### src/rtl/issue_queue_if.sv
// Decoder/executer-facing bundle of the in-order issue queue.
// master = decoder + executer side, slave = the queue itself.
interface issue_queue_if #(
  parameter int OPW = 64
);
  // Both in_* and iss_* are valid/ready: a beat transfers on the rising edge where valid && ready.
  // The sender holds payload stable while valid is high.
  logic           in_valid;
  logic           in_ready;
  logic [OPW-1:0] in_opcode;
  logic [4:0]     in_rd;
  logic [4:0]     in_rs1;
  logic [4:0]     in_rs2;
  logic [19:0]    in_imm;
  logic [63:0]    in_pc;

  logic           iss_valid;
  logic           iss_ready;
  logic [OPW-1:0] iss_opcode;
  logic [4:0]     iss_rd;
  logic [4:0]     iss_rs1;
  logic [4:0]     iss_rs2;
  logic [19:0]    iss_imm;
  logic [63:0]    iss_pc;

  logic           wb_valid;
  logic [4:0]     wb_rd;
  logic           flush;
  logic [31:0]    busy;

  modport master (
    output in_valid, in_opcode, in_rd, in_rs1, in_rs2, in_imm, in_pc,
    output iss_ready, wb_valid, wb_rd, flush,
    input  in_ready, iss_valid, iss_opcode, iss_rd, iss_rs1, iss_rs2, iss_imm, iss_pc,
    input  busy
  );

  modport slave (
    input  in_valid, in_opcode, in_rd, in_rs1, in_rs2, in_imm, in_pc,
    input  iss_ready, wb_valid, wb_rd, flush,
    output in_ready, iss_valid, iss_opcode, iss_rd, iss_rs1, iss_rs2, iss_imm, iss_pc,
    output busy
  );
endinterface

### src/rtl/issue_queue.sv
// In-order issue queue: DEPTH-entry FIFO plus a 32-bit pending-writer scoreboard.
// Optional macro ISSUE_BYPASS_EN lets a same-cycle writeback unblock the head op.
module issue_queue #(
  parameter int DEPTH = 4,  // power of two, >= 2
  parameter int OPW   = 64
) (
  input  logic          clk,
  input  logic          reset,
  issue_queue_if.slave  io
);
  localparam int PW = $clog2(DEPTH);
  localparam int CW = PW + 1;

  typedef struct packed {
    logic [OPW-1:0] opcode;
    logic [4:0]     rd;
    logic [4:0]     rs1;
    logic [4:0]     rs2;
    logic [19:0]    imm;
    logic [63:0]    pc;
  } entry_t;

  entry_t         mem_q [DEPTH];
  entry_t         mem_d [DEPTH];
  logic [PW-1:0]  head_q, head_d;
  logic [PW-1:0]  tail_q, tail_d;
  logic [CW-1:0]  count_q, count_d;
  logic [31:0]    busy_q, busy_d;

  entry_t         head_e;
  entry_t         in_e;
  logic [31:0]    wbclr;
  logic [31:0]    setm;
  logic [31:0]    busy_chk;
  logic           hz;
  logic           enq;
  logic           deq;

  always_comb begin
    head_e = mem_q[head_q];
    in_e   = {io.in_opcode, io.in_rd, io.in_rs1, io.in_rs2, io.in_imm, io.in_pc};
    wbclr  = '0;
    if (io.wb_valid) wbclr[io.wb_rd] = 1'b1;
    wbclr[0] = 1'b0;
`ifdef ISSUE_BYPASS_EN
    busy_chk = busy_q & ~wbclr;
`else
    busy_chk = busy_q;
`endif
    // busy bit 0 is never set, so x0 operands cannot hazard.
    hz = busy_chk[head_e.rd] | busy_chk[head_e.rs1] | busy_chk[head_e.rs2];
  end

  assign io.in_ready   = (count_q != CW'(DEPTH));
  assign io.iss_valid  = (count_q != '0) && !hz;
  assign io.iss_opcode = head_e.opcode;
  assign io.iss_rd     = head_e.rd;
  assign io.iss_rs1    = head_e.rs1;
  assign io.iss_rs2    = head_e.rs2;
  assign io.iss_imm    = head_e.imm;
  assign io.iss_pc     = head_e.pc;
  assign io.busy       = busy_q;

  assign enq = io.in_valid && io.in_ready;
  assign deq = io.iss_valid && io.iss_ready;

  always_comb begin
    setm = '0;
    if (deq) setm[head_e.rd] = 1'b1;
    setm[0] = 1'b0;
    // Clear first, then set: an issuing writer wins over a same-register completion.
    busy_d  = (busy_q & ~wbclr) | setm;

    mem_d   = mem_q;
    head_d  = head_q;
    tail_d  = tail_q;
    count_d = count_q;
    if (io.flush) begin
      head_d  = '0;
      tail_d  = '0;
      count_d = '0;
    end else begin
      if (enq) begin
        mem_d[tail_q] = in_e;
        tail_d        = tail_q + 1'b1;
      end
      if (deq) head_d = head_q + 1'b1;
      count_d = count_q + CW'(enq) - CW'(deq);
    end
  end

  always_ff @(posedge clk or posedge reset) begin
    if (reset) begin
      for (int i = 0; i < DEPTH; i++) mem_q[i] <= '0;
      head_q  <= '0;
      tail_q  <= '0;
      count_q <= '0;
      busy_q  <= '0;
    end else begin
      for (int i = 0; i < DEPTH; i++) mem_q[i] <= mem_d[i];
      head_q  <= head_d;
      tail_q  <= tail_d;
      count_q <= count_d;
      busy_q  <= busy_d;
    end
  end
endmodule

### src/flat_wrapper.sv
// flat-port wrapper written by rule: the top's interface ports become plain ports
module issue_queue_flat 
#(
  parameter int DEPTH = 4,                       
  parameter int OPW   = 64
)
  (clk, reset, io_in_valid, io_in_opcode, io_in_rd, io_in_rs1, io_in_rs2, io_in_imm, io_in_pc, io_iss_ready, io_wb_valid, io_wb_rd, io_flush, io_in_ready, io_iss_valid, io_iss_opcode, io_iss_rd, io_iss_rs1, io_iss_rs2, io_iss_imm, io_iss_pc, io_busy);
  issue_queue_if #(.OPW(OPW)) io_i ();
  input  logic clk;
  input  logic reset;
  input wire logic [$bits(io_i.in_valid)-1:0] io_in_valid;
  input wire logic [$bits(io_i.in_opcode)-1:0] io_in_opcode;
  input wire logic [$bits(io_i.in_rd)-1:0] io_in_rd;
  input wire logic [$bits(io_i.in_rs1)-1:0] io_in_rs1;
  input wire logic [$bits(io_i.in_rs2)-1:0] io_in_rs2;
  input wire logic [$bits(io_i.in_imm)-1:0] io_in_imm;
  input wire logic [$bits(io_i.in_pc)-1:0] io_in_pc;
  input wire logic [$bits(io_i.iss_ready)-1:0] io_iss_ready;
  input wire logic [$bits(io_i.wb_valid)-1:0] io_wb_valid;
  input wire logic [$bits(io_i.wb_rd)-1:0] io_wb_rd;
  input wire logic [$bits(io_i.flush)-1:0] io_flush;
  output wire logic [$bits(io_i.in_ready)-1:0] io_in_ready;
  output wire logic [$bits(io_i.iss_valid)-1:0] io_iss_valid;
  output wire logic [$bits(io_i.iss_opcode)-1:0] io_iss_opcode;
  output wire logic [$bits(io_i.iss_rd)-1:0] io_iss_rd;
  output wire logic [$bits(io_i.iss_rs1)-1:0] io_iss_rs1;
  output wire logic [$bits(io_i.iss_rs2)-1:0] io_iss_rs2;
  output wire logic [$bits(io_i.iss_imm)-1:0] io_iss_imm;
  output wire logic [$bits(io_i.iss_pc)-1:0] io_iss_pc;
  output wire logic [$bits(io_i.busy)-1:0] io_busy;
  assign io_i.in_valid = io_in_valid;
  assign io_i.in_opcode = io_in_opcode;
  assign io_i.in_rd = io_in_rd;
  assign io_i.in_rs1 = io_in_rs1;
  assign io_i.in_rs2 = io_in_rs2;
  assign io_i.in_imm = io_in_imm;
  assign io_i.in_pc = io_in_pc;
  assign io_i.iss_ready = io_iss_ready;
  assign io_i.wb_valid = io_wb_valid;
  assign io_i.wb_rd = io_wb_rd;
  assign io_i.flush = io_flush;
  assign io_in_ready = io_i.in_ready;
  assign io_iss_valid = io_i.iss_valid;
  assign io_iss_opcode = io_i.iss_opcode;
  assign io_iss_rd = io_i.iss_rd;
  assign io_iss_rs1 = io_i.iss_rs1;
  assign io_iss_rs2 = io_i.iss_rs2;
  assign io_iss_imm = io_i.iss_imm;
  assign io_iss_pc = io_i.iss_pc;
  assign io_busy = io_i.busy;
  issue_queue #(.DEPTH(DEPTH), .OPW(OPW)) u_core (.clk(clk), .reset(reset), .io(io_i));
endmodule
### config.mk
export PLATFORM = sky130hd
export DESIGN_NAME = issue_queue_flat
export DESIGN_NICKNAME = d
export VERILOG_FILES = /design/src/rtl/issue_queue_if.sv /design/src/rtl/issue_queue.sv /design/src/flat_wrapper.sv
export SDC_FILE = /design/constraint.sdc
export NUM_CORES = 1
export LEC_CHECK = 0
export CORE_AREA = 4 4 386 236
export DETAILED_ROUTE_END_ITERATION = 10
export DIE_AREA = 0 0 390 240
export DONT_BUFFER_PORTS = 1
export HOLD_SLACK_MARGIN = 0.02
export SKIP_LAST_GASP = 1
export SYNTH_ARGS = -nofsm -noshare
export SYNTH_HDL_FRONTEND = slang
export SYNTH_SLANG_ARGS = --single-unit
### constraint.sdc
create_clock -name clk -period 22 [get_ports clk]
set_clock_uncertainty 0.05 [all_clocks]
set_input_delay 1.1 -clock clk [delete_from_list [all_inputs] [get_ports clk]]
set_output_delay 1.1 -clock clk [all_outputs]
set_load 0.05 [all_outputs]
### Word-level counts from Yosys, hierarchy flattened

Cells that the tools add are included.

* register bits after elaboration: 691
* input port bits: 174
* output and inout port bits: 197
* logic and storage cells: 84

* $add $sub $neg: 4
* order comparisons: 9
* eq/ne operators: 1
* mux-type cells: 23
* bitwise logic cells: 8
* reduce and logical (&&, ||, !) cells: 11

Operators by type and width (count)
* 652-bit bitwise mux: 1
* 163-bit 2-to-1 mux: 3
* 163-bit binary-select mux with 2-bit select: 1
* 163-bit demux with 2-bit select: 1
* 32-bit 2-to-1 mux: 2
* 32-bit bitwise AND: 1
* 32-bit inverter: 1
* 32-bit OR: 1
* 5-bit by 6-bit < comparator with 1-bit output, second input constant: 4
* 1-bit binary-select mux with 5-bit select: 3
* 1-bit demux with 5-bit select: 2
* 5-bit by 1-bit greater-or-equal comparator with 1-bit output, second input constant: 2
* 2-bit 2-to-1 mux: 4
* 3-bit greater-or-equal comparator, second input constant: 2
* 1-bit logical AND: 6
* 2-bit inverter with 3-bit output: 2
* 1-bit 2-to-1 mux: 5
* 2-bit by 1-bit adder with 2-bit output, second input constant: 2
* 2-bit nonzero test: 2
* 3-bit by 1-bit adder with 3-bit output: 1
* 3-bit by 1-bit < comparator with 1-bit output, second input constant: 1
* 3-bit 2-to-1 mux: 1
* 3-bit inequality test, second input constant: 1
* 3-bit nonzero test: 1
* 5 further kinds: 6

### Longest topological paths before layout

* depth after elaboration: 13
* gate-level depth with buffers: 17
* mapped depth without buffers: 14

### Worst setup path after synthesis

Ideal clock, no wire load.

* path kind: reg-to-output
* start: register u_core.head_q[1]
* end: output io_iss_valid
* data arrival time: 3723 ps
* slack: 17127 ps
* stages on the path, launching flop included: 8
* buffers on the path: 2
* cells stage by stage: dfrtp_1 buf_6 mux4_2 clkbuf_1 or3_1 nand4_1 nand4_2 nor4_1

* elaborated cells between the ends (all ways): 14
* classes of those cells: mux: 9; bitwise: 3; reduce/logical: 2

RTL lines
* start: declaration: RTL line issue_queue.sv:25 `logic [PW-1:0] head_q, head_d;`
* start signal: assignment: RTL line issue_queue.sv:95 `head_q <= '0;`
* start signal: assignment: RTL line issue_queue.sv:101 `head_q <= head_d;`
* 2-bit inverter with 3-bit output (implied by the code): RTL line issue_queue.sv:40 `head_e = mem_q[head_q];`
* 163-bit binary-select mux with 2-bit select: RTL line issue_queue.sv:40
* 163-bit 2-to-1 mux (implied by the code) (2 in a row): RTL line issue_queue.sv:40
* net io_iss_rs2[1]: RTL line flat_wrapper.sv:27 `output wire logic [$bits(io_i.iss_rs2)-1:0] io_iss_rs2;`
* 1-bit binary-select mux with 5-bit select: RTL line issue_queue.sv:51 `hz = busy_chk[head_e.rd] | busy_chk[head_e.rs1] | busy_chk[head_e.rs2];`
* 1-bit 2-to-1 mux (implied by the code): RTL line issue_queue.sv:51
* 1-bit OR: RTL line issue_queue.sv:51
* 1-bit zero test: RTL line issue_queue.sv:55 `assign io.iss_valid = (count_q != '0) && !hz;`
* 1-bit logical AND: RTL line issue_queue.sv:55
* end: declaration: RTL line flat_wrapper.sv:23 `output wire logic [$bits(io_i.iss_valid)-1:0] io_iss_valid;`

The timed path passes the listed nets, and every way through them passes these cells. The select of a mux whose other input is x is not followed.

### Worst setup path in the final report

Same ends and word-level chain as after synthesis.

==> key figures <==
Status
  – Outcome: completed

Critical path
  – Crit Path Max Fanout: between 80 and 90
  – R2r setup slk: around 17,000 ps
  – Worst reg2reg startpoint: u_core.head_q[1]
  – WP data arrival: ~4500 ps
  – CP Capture Type: output pin
  – Setup CP Type: register to output pin
  – Worst R2R End: u_core.count_q[2]
  – CP startpoint kind: register
  – Number of cells on the worst reg-to-reg path: 15
  – Req. time, crit path: roughly 21,000 ps

Route
  – Post-route ant nets: 0
  – DR pass1 iterations: 6
  – Vias per cell: around 5.4
  – DRC errors left: 0
  – DR WL/cell: between 20 and 25 um
  – Total wire length: roughly 76,000 um
  – Starting DRC count in detailed routing: about 870
  – Via count: roughly 17,000

Die
  – Area of the core: around 87,000 um^2
  – Die area: ~94,000 um^2
  – Die height: around 240 um
  – Die width: 390 um
  – Placement Rows: 84
  – IO Pins: 371
  – Initial Util: 0.349

Synthesis
  – Mapped cell area: a little over 30,000 um^2
  – EDFF count, synth: 0
  – Synth unique cells: 46
  – Main synth FF type: dfrtp_1
  – Synthesized area per cell: 16.4 um^2
  – Yosys warnings: 0
  – Asr flop ratio synth: 1.00
  – Cell count after synthesis: between 1,500 and 2,000
  – Post-synthesis sequential area ratio: 0.567
  – Flops & latches, synth: 690
  – Syn nets: slightly above 2,000

Worst hold path
  – Min-Delay Path Class: input port to async pin

Finish
  – Fillers: approximately 7,900
  – Most frequent cells in the layout: dfrtp_1 (688), mux2_2 (661), mux4_2 (161)
  – FF+latch area: 17,300 um^2
  – Post-layout nets: just over 2,000
  – Share of post-route cells with drive strength above 1: 0.518
  – Commonest non-fill, non-tap cell in the layout: dfrtp_1
  – Area of the multi-input gates: 12,700 um^2
  – Area Growth Syn to Fin: 11.6%
  – Final Util: 0.390

CTS
  – Clk root buf: clkbuf_16
  – Clock insertion delay at the later pin of the skew report: 630 ps
  – Clock Sinks: between 600 and 700
  – H-tree Lvls: 3
  – CTS tree: done
  – TritonCTS Buffers: 70
  – Post-CTS Setup Inserts: 0
  – Clock transition at the registers of the reported paths: roughly 60 ps
  – # resized after CTS: 0
  – Clk buf depth: 3
  – Quantity of hold-fixing buffers added after cts: 0

Global routing
  – Initial antenna violation count: 0
  – Met2 usage: 0.257
  – Met3 usage: 0.0723
  – Met1 Usage GRT: 0.204
  – Grt ovf: 0
  – First-pass GRT wire length: about 120,000 um
  – GRT Max-Usage Layer: met2
  – Gr usage total: 0.163
  – Largest net degree at the start of global routing: 158
  – Vias in the first global route: 18,500

STA
  – Worst-Margin Slew: 1010 ps
  – Final Hold Viols: 0
  – Max Fclk: around 180 MHz
  – RSZ-0062 raised after global routing: false
  – Rel. slew slack: 0.327
  – Count of final setup violators: 0
  – Final min period: around 5700 ps
  – Setup TNS: 0 ps
  – Fin crit share: 0.258
  – Fin. max-slew vios: 0

Place
  – Port buffer count: 0
  – RePlAce Congestion: 0.879
  – DP HPWL: approximately 48,000 um

Job
  – Max-cap viol count: 0

Power
  – Leakage: ~15 nW
  – Worst vdd ir: ~0.074 mV
  – Pwr per Cell Area: roughly 170 nW/um^2
==> routing by layer <==
layer,part of all wire,vias up
li1,-,6945
met1,0.41,8982
met2,0.47,489
met3,0.094,132
met4,0.027,0
met5,0,-
==> critical path, cell delays in order (launching register included) <==
cell and delay (ps):
dfrtp_4 980, buf_12 460, mux4_2 850, nor2b_1 250, a22oi_1 100, o2111ai_1 100
nand4_2 190, nor4_2 440, buf_4 290
==> cells by family after synthesis <==
kind of cell	count (synthesis)	share of synthesized area
muxes	870	0.381
DFF	690	0.567
buffers and inverters	127	0.0169
AOI/OAI and AO/OA	86	0.0173
and+or+nand+nor	76	0.0136
adders and majority gates	7	0.00312
xor gates and xnor gates	4	0.00115
other	1	0.000123
==> area by class of cell <==
type | instances | area share
Sequential cell | 690 | 0.508
Multi-Input combinational cell | 1044 | 0.374
Clock buffer | 103 | 0.0629
Tap cell | 1161 | 0.0427
Timing Repair Buffer | 20 | 0.00552
Clock inverter | 19 | 0.00519
Inverter | 11 | 0.00144
Antenna cell | 1 | 0.0000736
==> cell usage after synthesis (6+ instances only) <==
master / count / area, um^2
o21ai_2: 7 / 61.3
clkbuf_1: 81 / 304
dfrtp_1: 690 / 17300
buf_2: 8 / 40.0
ha_1: 6 / 75.1
nand3b_1: 9 / 67.6
mux2_2: 661 / 7440
nor2_1: 16 / 60.1
nor2b_1: 8 / 50.1
buf_1: 23 / 86.3
mux4_2: 161 / 3630
inv_1: 11 / 41.3
o21ai_0: 55 / 275
nand2_1: 21 / 78.8
mux2i_1: 45 / 450
nand3_1: 8 / 40.0
==> metrics by stage <==
| step | cell area, um^2 | total power, mW | setup WS [ps] | hold WS (ps) | instances |
|---|---|---|---|---|---|
| 2_1_floorplan | 30400 | 4.18 | 1500 | 420 | 1861 |
| 3_3_place_gp | 31700 | 4.52 | 16630 | 431 | 2926 |
| 3_5_place_dp | 31700 | 4.63 | 16660 | 437 | 2926 |
| 4_1_cts | 34000 | 5.86 | 16150 | 367 | 3048 |
| 5_1_grt | 34000 | 6.08 | 15950 | 396 | 3048 |
| 6_report | 34000 | 5.80 | 16330 | 384 | 3049 |
==> report_power, final <==
part | internal [mW] | total, mW | switching [mW]
logic | 0.856 | 2.36 | 1.50
registers | 1.83 | 2.23 | 0.401
clock network | 0.697 | 1.20 | 0.505
==> worst max-delay path by stage <==
stage | start | end | slack, ps | depth (start not counted)
finish | u_core.head_q[1] | io_iss_valid | 16330 | 8
global route | u_core.head_q[1] | io_iss_valid | 15950 | 8
CTS | u_core.head_q[1] | io_iss_valid | 16150 | 8
detailed placement | u_core.head_q[1] | u_core.count_q[2] | 16660 | 15
global placement | u_core.head_q[1] | u_core.count_q[2] | 16630 | 15
floorplan | reset | u_core.count_q[0] | 1500 | 1
==> flip-flops by register name, summed over array words and instances, names as in the netlist <==
register and count:
u_core.count_q 3, u_core.head_q 2, u_core.io.busy 31, u_core.mem_q 652, u_core.tail_q 2
Power figures use the tool's default switching activity.
